==> config.mk <==
export PLATFORM = sky130hd
export DESIGN_NAME = cluster_dispatch_ctrl
export DESIGN_NICKNAME = d
export VERILOG_FILES = /design/src/rtl/cluster_dispatch_ctrl.sv
export SDC_FILE = /design/constraint.sdc
export NUM_CORES = 2
export LEC_CHECK = 0
export CAP_MARGIN = 20
export CELL_PAD_IN_SITES_DETAIL_PLACEMENT = 1
export CELL_PAD_IN_SITES_GLOBAL_PLACEMENT = 2
export CORE_UTILIZATION = 30
export CTS_CLUSTER_DIAMETER = 200
export DETAILED_ROUTE_END_ITERATION = 12
export PLACE_DENSITY_LB_ADDON = 0.1
export SETUP_SLACK_MARGIN = 0.02
export SLEW_MARGIN = 5
export SYNTH_ARGS = -nofsm -noshare
export SYNTH_HDL_FRONTEND = slang
export SYNTH_SLANG_ARGS = --single-unit
==> constraint.sdc <==
create_clock -name clk -period 4.4 [get_ports clk]
set_input_delay 0.44 -clock clk [delete_from_list [all_inputs] [get_ports clk]]
set_output_delay 0.44 -clock clk [all_outputs]
set_load 0.01 [all_outputs]
==> src/rtl/cluster_dispatch_ctrl.sv <==
// Cluster dispatch controller: fetches one instruction per PE lane, then
// issues hazard-free waves of that bundle until every lane has executed.
module cluster_dispatch_ctrl #(
  parameter int NUM_PE = 4,
  parameter int XLEN = 32,
  parameter logic [XLEN-1:0] RESET_PC = '0
) (
  input  logic                   clk,
  input  logic                   reset,
  input  logic                   run,
  input  logic [NUM_PE*XLEN-1:0] instruction_mem,
  output logic [NUM_PE*XLEN-1:0] PCsIM,
  output logic [NUM_PE-1:0]      InstReadEn,
  output logic [NUM_PE*XLEN-1:0] PCinPE,
  output logic [NUM_PE*XLEN-1:0] instruction_outPE,
  output logic [NUM_PE-1:0]      issue_valid,
  input  logic [NUM_PE*XLEN-1:0] PCoutPE,
  input  logic [NUM_PE-1:0]      execution_complete,
  output logic                   busy
);

  typedef enum logic [2:0] {
    IDLE, FETCH, WAIT_MEM, CHECK, ISSUE, EXEC
  } state_e;

  typedef logic [NUM_PE-1:0][XLEN-1:0] lanes_t;
  typedef logic [NUM_PE-1:0][NUM_PE-1:0] mat_t;

  state_e state_q, state_d;
  lanes_t pc_q, pc_d;
  lanes_t npc_q, npc_d;
  lanes_t bund_q, bund_d;
  lanes_t pcpe_q, pcpe_d;
  lanes_t inst_q, inst_d;
  logic [NUM_PE-1:0] pend_q, pend_d;
  logic [NUM_PE-1:0] wave_q, wave_d;
  logic [NUM_PE-1:0] done_q, done_d;
  mat_t dep_q, dep_d, dep_c;
  logic [NUM_PE-1:0] wr_c, u1_c, u2_c;
  logic [NUM_PE-1:0] issue_c;
  logic [NUM_PE-1:0] acc_c, dnew_c;

  function automatic logic f_wr(
    input logic [6:0] op,
    input logic [4:0] rd
  );
    logic hit;
    case (op)
      7'b0110011, 7'b0010011, 7'b0000011,
      7'b0110111, 7'b0010111, 7'b1101111,
      7'b1100111: hit = 1'b1;
      default:    hit = 1'b0;
    endcase
    return hit && (rd != 5'd0);
  endfunction

  function automatic logic f_u1(input logic [6:0] op);
    case (op)
      7'b0110111, 7'b0010111,
      7'b1101111: return 1'b0;
      default:    return 1'b1;
    endcase
  endfunction

  function automatic logic f_u2(input logic [6:0] op);
    case (op)
      7'b0110011, 7'b0100011,
      7'b1100011: return 1'b1;
      default:    return 1'b0;
    endcase
  endfunction

  always_comb begin
    wr_c  = '0;
    u1_c  = '0;
    u2_c  = '0;
    dep_c = '0;
    for (int i = 0; i < NUM_PE; i++) begin
      wr_c[i] = f_wr(bund_q[i][6:0], bund_q[i][11:7]);
      u1_c[i] = f_u1(bund_q[i][6:0]);
      u2_c[i] = f_u2(bund_q[i][6:0]);
    end
    for (int i = 0; i < NUM_PE; i++) begin
      for (int j = 0; j < NUM_PE; j++) begin
        if (i < j) begin
          dep_c[i][j] = wr_c[i] && (
            (u1_c[j] && bund_q[j][19:15] == bund_q[i][11:7]) ||
            (u2_c[j] && bund_q[j][24:20] == bund_q[i][11:7]) ||
            (wr_c[j] && bund_q[j][11:7]  == bund_q[i][11:7]));
        end
      end
    end
  end

  // A lane is blocked only by an older lane that is still pending.
  always_comb begin
    logic blk;
    issue_c = '0;
    blk     = 1'b0;
    for (int j = 0; j < NUM_PE; j++) begin
      blk = 1'b0;
      for (int i = 0; i < NUM_PE; i++) begin
        if (i < j) blk = blk | (pend_q[i] & dep_q[i][j]);
      end
      issue_c[j] = pend_q[j] & ~blk;
    end
  end

  always_comb begin
    state_d = state_q;
    pc_d    = pc_q;
    npc_d   = npc_q;
    bund_d  = bund_q;
    pcpe_d  = pcpe_q;
    inst_d  = inst_q;
    pend_d  = pend_q;
    wave_d  = wave_q;
    done_d  = done_q;
    dep_d   = dep_q;
    acc_c   = execution_complete & wave_q;
    dnew_c  = done_q | acc_c;
    case (state_q)
      IDLE: begin
        if (run) state_d = FETCH;
      end
      FETCH: state_d = WAIT_MEM;
      WAIT_MEM: begin
        bund_d  = lanes_t'(instruction_mem);
        pend_d  = '1;
        state_d = CHECK;
      end
      CHECK: begin
        dep_d   = dep_c;
        state_d = ISSUE;
      end
      ISSUE: begin
        wave_d = issue_c;
        for (int i = 0; i < NUM_PE; i++) begin
          if (issue_c[i]) begin
            pcpe_d[i] = pc_q[i];
            inst_d[i] = bund_q[i];
          end
        end
        state_d = EXEC;
      end
      EXEC: begin
        for (int i = 0; i < NUM_PE; i++) begin
          if (acc_c[i]) npc_d[i] = PCoutPE[i*XLEN +: XLEN];
        end
        if ((dnew_c & wave_q) == wave_q) begin
          pend_d = pend_q & ~wave_q;
          done_d = '0;
          wave_d = '0;
          if (pend_d != '0) begin
            state_d = ISSUE;
          end else begin
            pc_d    = npc_d;
            state_d = run ? FETCH : IDLE;
          end
        end else begin
          done_d = dnew_c;
        end
      end
      default: state_d = IDLE;
    endcase
  end

  always_ff @(posedge clk) begin
    if (reset) begin
      state_q <= IDLE;
      for (int i = 0; i < NUM_PE; i++) begin
        pc_q[i] <= RESET_PC + XLEN'(4 * i);
      end
      npc_q  <= '0;
      bund_q <= '0;
      pcpe_q <= '0;
      inst_q <= '0;
      pend_q <= '0;
      wave_q <= '0;
      done_q <= '0;
      dep_q  <= '0;
    end else begin
      state_q <= state_d;
      pc_q    <= pc_d;
      npc_q   <= npc_d;
      bund_q  <= bund_d;
      pcpe_q  <= pcpe_d;
      inst_q  <= inst_d;
      pend_q  <= pend_d;
      wave_q  <= wave_d;
      done_q  <= done_d;
      dep_q   <= dep_d;
    end
  end

  assign InstReadEn = (!reset && state_q == FETCH) ? '1 : '0;
  assign PCsIM = (!reset && state_q == FETCH) ? pc_q : '0;
  assign issue_valid = (!reset && state_q == ISSUE) ? issue_c : '0;
  assign busy = !reset && (state_q != IDLE);
  assign PCinPE = pcpe_q;
  assign instruction_outPE = inst_q;

endmodule

## Yosys cells after proc, flatten, opt, wreduce, memory -nomap -nowiden

Cells that the tools add are included.

| storage, ports and cells | value |
|---|---|
| input bits | 263 |
| flip-flop bits (word level) | 661 |
| output and inout bits | 393 |
| word-level logic and storage cells | 206 |

| cells by class | value |
|---|---|
| bitwise gates (word level) | 21 |
| reductions and logical operators | 71 |
| muxes and demuxes | 27 |
| equal/unequal tests | 60 |

Operator list:

| kind | count |
|---|---|
| $mux 128 | 1 |
| $mux 32 | 4 |
| $eq 5x5->1 | 18 |
| $eq 7x6->1 const B | 11 |
| $eq 7x7->1 const B | 11 |
| $eq 7x5->1 const B | 8 |
| $logic_and 1x1->1 | 31 |
| $eq 7x2->1 const B | 4 |
| $reduce_or 7->1 | 4 |
| $mux 4 | 5 |
| $reduce_bool 5->1 | 4 |
| $pmux 3 s6 | 1 |
| $reduce_or 3->1 | 6 |
| $pmux 4 s2 | 2 |
| $reduce_and 2->1 | 7 |
| $and 4x4->4 | 3 |
| $logic_or 1x1->1 | 12 |
| $mux 1 | 11 |
| $and 1x1->1 | 9 |
| $mux 3 | 3 |
| $eq 3x2->1 const B | 2 |
| $eq 3x3->1 const B | 2 |
| $eq 4x4->1 | 1 |
| $ne 2x2->1 const B | 2 |
| other kinds (11) | 17 |

## Logic depth before layout (Yosys ltp)

| depth | value |
|---|---|
| depth after elaboration | 7 |
| gate-level depth with buffers | 9 |
| gate-level depth less buffers | 5 |

## Worst setup path before layout

OpenSTA, ideal clock, no wires.

| timing | value |
|---|---|
| path type | input to output |
| start point | input port reset |
| end point | output port PCsIM[100] |
| path slack | 2.333 ns |
| arrival time | 1.627 ns |
| data required time | 3.960 ns |
| stages on the path | 6 |
| buffers on the path | 3 |
| cell sequence | clkbuf_1 nand2b_1 nor3_1 clkbuf_1 clkbuf_1 and2_1 |

| on the way | value |
|---|---|
| longest elaborated chain between the ends | 3 |

Ends and longest elaborated chain:

| element | line | text |
|---|---|---|
| from (decl) | 9 | `input logic reset,` |
| $logic_not 1->1 | 197 | `assign PCsIM = (!reset && state_q == FETCH) ? pc_q : '0;` |
| $logic_and 1x1->1 | 197 |  |
| $mux 128 | 197 |  |
| to (decl) | 12 | `output logic [NUM_PE*XLEN-1:0] PCsIM,` |

Every way passes these cells.

## Worst setup path after layout

| timing | value |
|---|---|
| start point | register state_q[0] |
| end point | output port PCsIM[46] |

| on the way | value |
|---|---|
| longest elaborated chain between the ends | 3 |

Ends and longest elaborated chain:

| element | line | text |
|---|---|---|
| from (decl) | 29 | `state_e state_q, state_d;` |
| from (signal assigned) | 183 | `state_q <= state_d;` |
| $eq 3x1->1 | 197 |  |
| $logic_and 1x1->1 | 197 |  |
| $mux 128 | 197 |  |

Every way passes these cells.

==> impl_metrics.ini <==
[status]
outcome = complete, no violations

[route]
routed-wl-met2_mm = 51.5
drtAntennaViolNets = 0
detail_route.iter0.violations = 1329
vias = 25000
route.met3.wl_mm = 5.65
drt-total-wl_mm = 106
detailedRoute.firstPassIterationCount = 5
wl_met1_mm = 45.9
avgViaCountPerCell = 4.87
drc = 0
avgRoutedWirePerCell_um = 20.6
highest_layer = met5

[setup_path]
critical_path_arrival_ns = 3.16
critical_path_class = flop to primary output
worst_setup_path_start_kind = flop
critical_path.cell_chain = nand2b_1, nor3_2, buf_4, and2_1, clkdlybuf4s50_1
worst_path_max_delay_cell = sky130_fd_sc_hd__dfxtp_1
crit_buf_inv = 2
cp_max_fo = 83
cp_slowest_stage_delay_ns = 0.68
timing.critical_path.to_type = primary output
worst_ep_required_time_ns = 3.96
cpLargestDelayFamily = buffers and inverters

[clocking]
postCtsSetupBuffers = 0
cts_num_sinks = 661
clkSlewWorstSetupHoldPaths_ns = 0.06
cts_resized = 0
clk_path_buf_depth = 3
number_of_buffers_added_by_the_clock_tree_synthesis_step = 78
insertion_delay_ns = 0.62
htree_levels = 3
holdBufCountCts = 0
tritoncts = built
clock_tree.root_cell = sky130_fd_sc_hd__clkbuf_16

[sta]
tns_ns = 0
finalSetupViolations = 0
fin_hold_ws_ns = 0.207
slew_violations = 0
grt_setup_unrepaired = false
finalHoldViolations = 0
finalCriticalPeriod_ns = 3.60
largest_clock_skew_in_the_final_design_ns = 0.0256
worstMarginPinSlew_ns = 0.992
clock.fmax_ghz = 0.278
worst_slew_margin_rel = 0.337
fin_crit_sh = 0.818
post-route-worst-setup-slack_ns = 0.801

[floorplan]
pin_count = 656
fp.dieW_um = 298
chipHeight_um = 298
floorplan.die_area_sq_um = 88900
initial_core_util = 0.303
placementRows = 108
core_area_sq_um = 86900

[global_routing]
gr-usage-all-layers = 0.230
global_route_wire_length_before_repair_mm = 159
first_global_vias = 25000
number_of_antenna_violations_at_the_first_check_in_global_routing = 28
grt.overflow.total = 0
grt_max_degree = 182

[yosys]
yosysWarningCount = 0
synth_ff_type = sky130_fd_sc_hd__dfxtp_1
post_synth.cell_area_avg_sq_um = 7.67
synth_cells = 3430
synth-edff-count = 0
ys_async_sr_fraction = 0
syn-num-nets = 3693
synthesis_stage_register_bit_count = 661
synthesis.area_sq_um = 26300
synth.distinct_cells = 44
synth_sequential_area_ratio = 0.503

[power_and_ir_drop]
p_per_area_nw_per_um2 = 390
peakVddDrop_v = 0.000246
static-leakage-power_nw = 11.5
power.total_mw = 14.1

[finish]
mostFrequentLayoutCell = sky130_fd_sc_hd__nand2_1
final_layout_size_suffix_gt1_frac = 0.0466
post-route-cell-area_sq_um = 36300
total_of_fill_cells_in_the_finished_design = 10300
syn2layout_area_growth_pct = 37.8
layout_common_cells = sky130_fd_sc_hd__nand2_1 (1174), sky130_fd_sc_hd__dfxtp_1 (661), sky130_fd_sc_hd__clkdlybuf4s50_1 (654)
fin_nets = 4174

[placement]
port_buffers = 655
place_area_sq_um = 33700
place.gp.congestion = 0.774
pre_cts_ws_ns = 1.30
place.detailed.hpwl_mm = 70.9

[worst_hold_path]
class_of_the_most_critical_hold_timing_path = input pin to flop

[job]
timing.max_cap.violations = 0
## Yosys cell counts (15+ instances only)
master	n	share of area
sky130_fd_sc_hd__clkbuf_1	240	0.034
sky130_fd_sc_hd__buf_1	21	0.0030
sky130_fd_sc_hd__nor2_1	155	0.022
sky130_fd_sc_hd__a21oi_1	530	0.10
sky130_fd_sc_hd__and2_1	130	0.031
sky130_fd_sc_hd__xnor2_1	58	0.019
sky130_fd_sc_hd__nand3_1	158	0.030
sky130_fd_sc_hd__a311oi_1	126	0.042
sky130_fd_sc_hd__nor3_1	18	0.0034
sky130_fd_sc_hd__dfxtp_1	661	0.50
sky130_fd_sc_hd__buf_2	29	0.0055
sky130_fd_sc_hd__xor2_1	33	0.011
sky130_fd_sc_hd__nand2_1	1175	0.17
sky130_fd_sc_hd__nor4_1	15	0.0036
## worst reg2reg max path: cells and delay by family (launching register included)
kind | cells | cell delay (ns)
AO/OA/AOI/OAI | 2 | 0.57
buffers and inverters | 2 | 0.78
AND/OR/NAND/NOR | 3 | 1.07
flip-flops | 1 | 0.31
## cells by family after synthesis
logic type,Yosys count,share of synthesized area
buffers and inverters,304,0.0467
AO/OA/AOI/OAI,682,0.151
flip-flops,661,0.503
AND/OR/NAND/NOR,1692,0.269
XOR/XNOR,91,0.0303
## sequential cells by signal, indices dropped and copies added (netlist names)
| name | cells |
|---|---|
| PCinPE | 128 |
| bund_q | 128 |
| instruction_outPE | 128 |
| npc_q | 128 |
| pc_q | 128 |
| dep_q | 6 |
| done_q | 4 |
| pend_q | 4 |
| wave_q | 4 |
| state_q | 3 |
## cell type report
type / instances / area [sq um] / area share
multi-input cells: 2465 / 11900 / 0.329
inverters: 1 / 3.75 / 0.000104
clock inverters: 12 / 174 / 0.00480
clock buffers: 123 / 2380 / 0.0657
diodes: 19 / 47.5 / 0.00131
flip-flops and latches: 661 / 13200 / 0.365
well taps: 1155 / 1450 / 0.0399
repair buffers: 704 / 7050 / 0.195
## final timing paths
path,start,end,slack [ns],cells past startpoint
max,state_q[0],PCsIM[46],0.80,5
min reg2reg,bund_q[60],instruction_outPE[60],0.44,2
min,reset,bund_q[30],0.21,2
max reg2reg,wave_q[1],pc_q[103],1.57,7
## report_power, final
group / leakage, nW / switching [mW] / internal, mW
Sequential: 5.33 / 0.229 / 6.13
Clock: 1.25 / 2.65 / 3.88
Combinational: 4.93 / 0.704 / 0.554
Total: 11.5 / 3.58 / 10.6
## metrics by stage
| stage | instances | util |
|---|---|---|
| after detailed placement | 4986 | 0.387 |
| after global routing | 5136 | 0.417 |
| after global placement | 4986 | 0.387 |
| after floorplan | 3430 | - |
| after CTS | 5121 | 0.417 |
| final | 5140 | 0.417 |
## per-layer routing
metal / vias to the layer above / GRT usage
met5: - / 0
met4: 20 / 0.0807
met3: 164 / 0.0521
met2: 523 / 0.390
met1: 12000 / 0.285
li1: 12300 / -
Note: power is estimated with default switching activity, not from simulation.
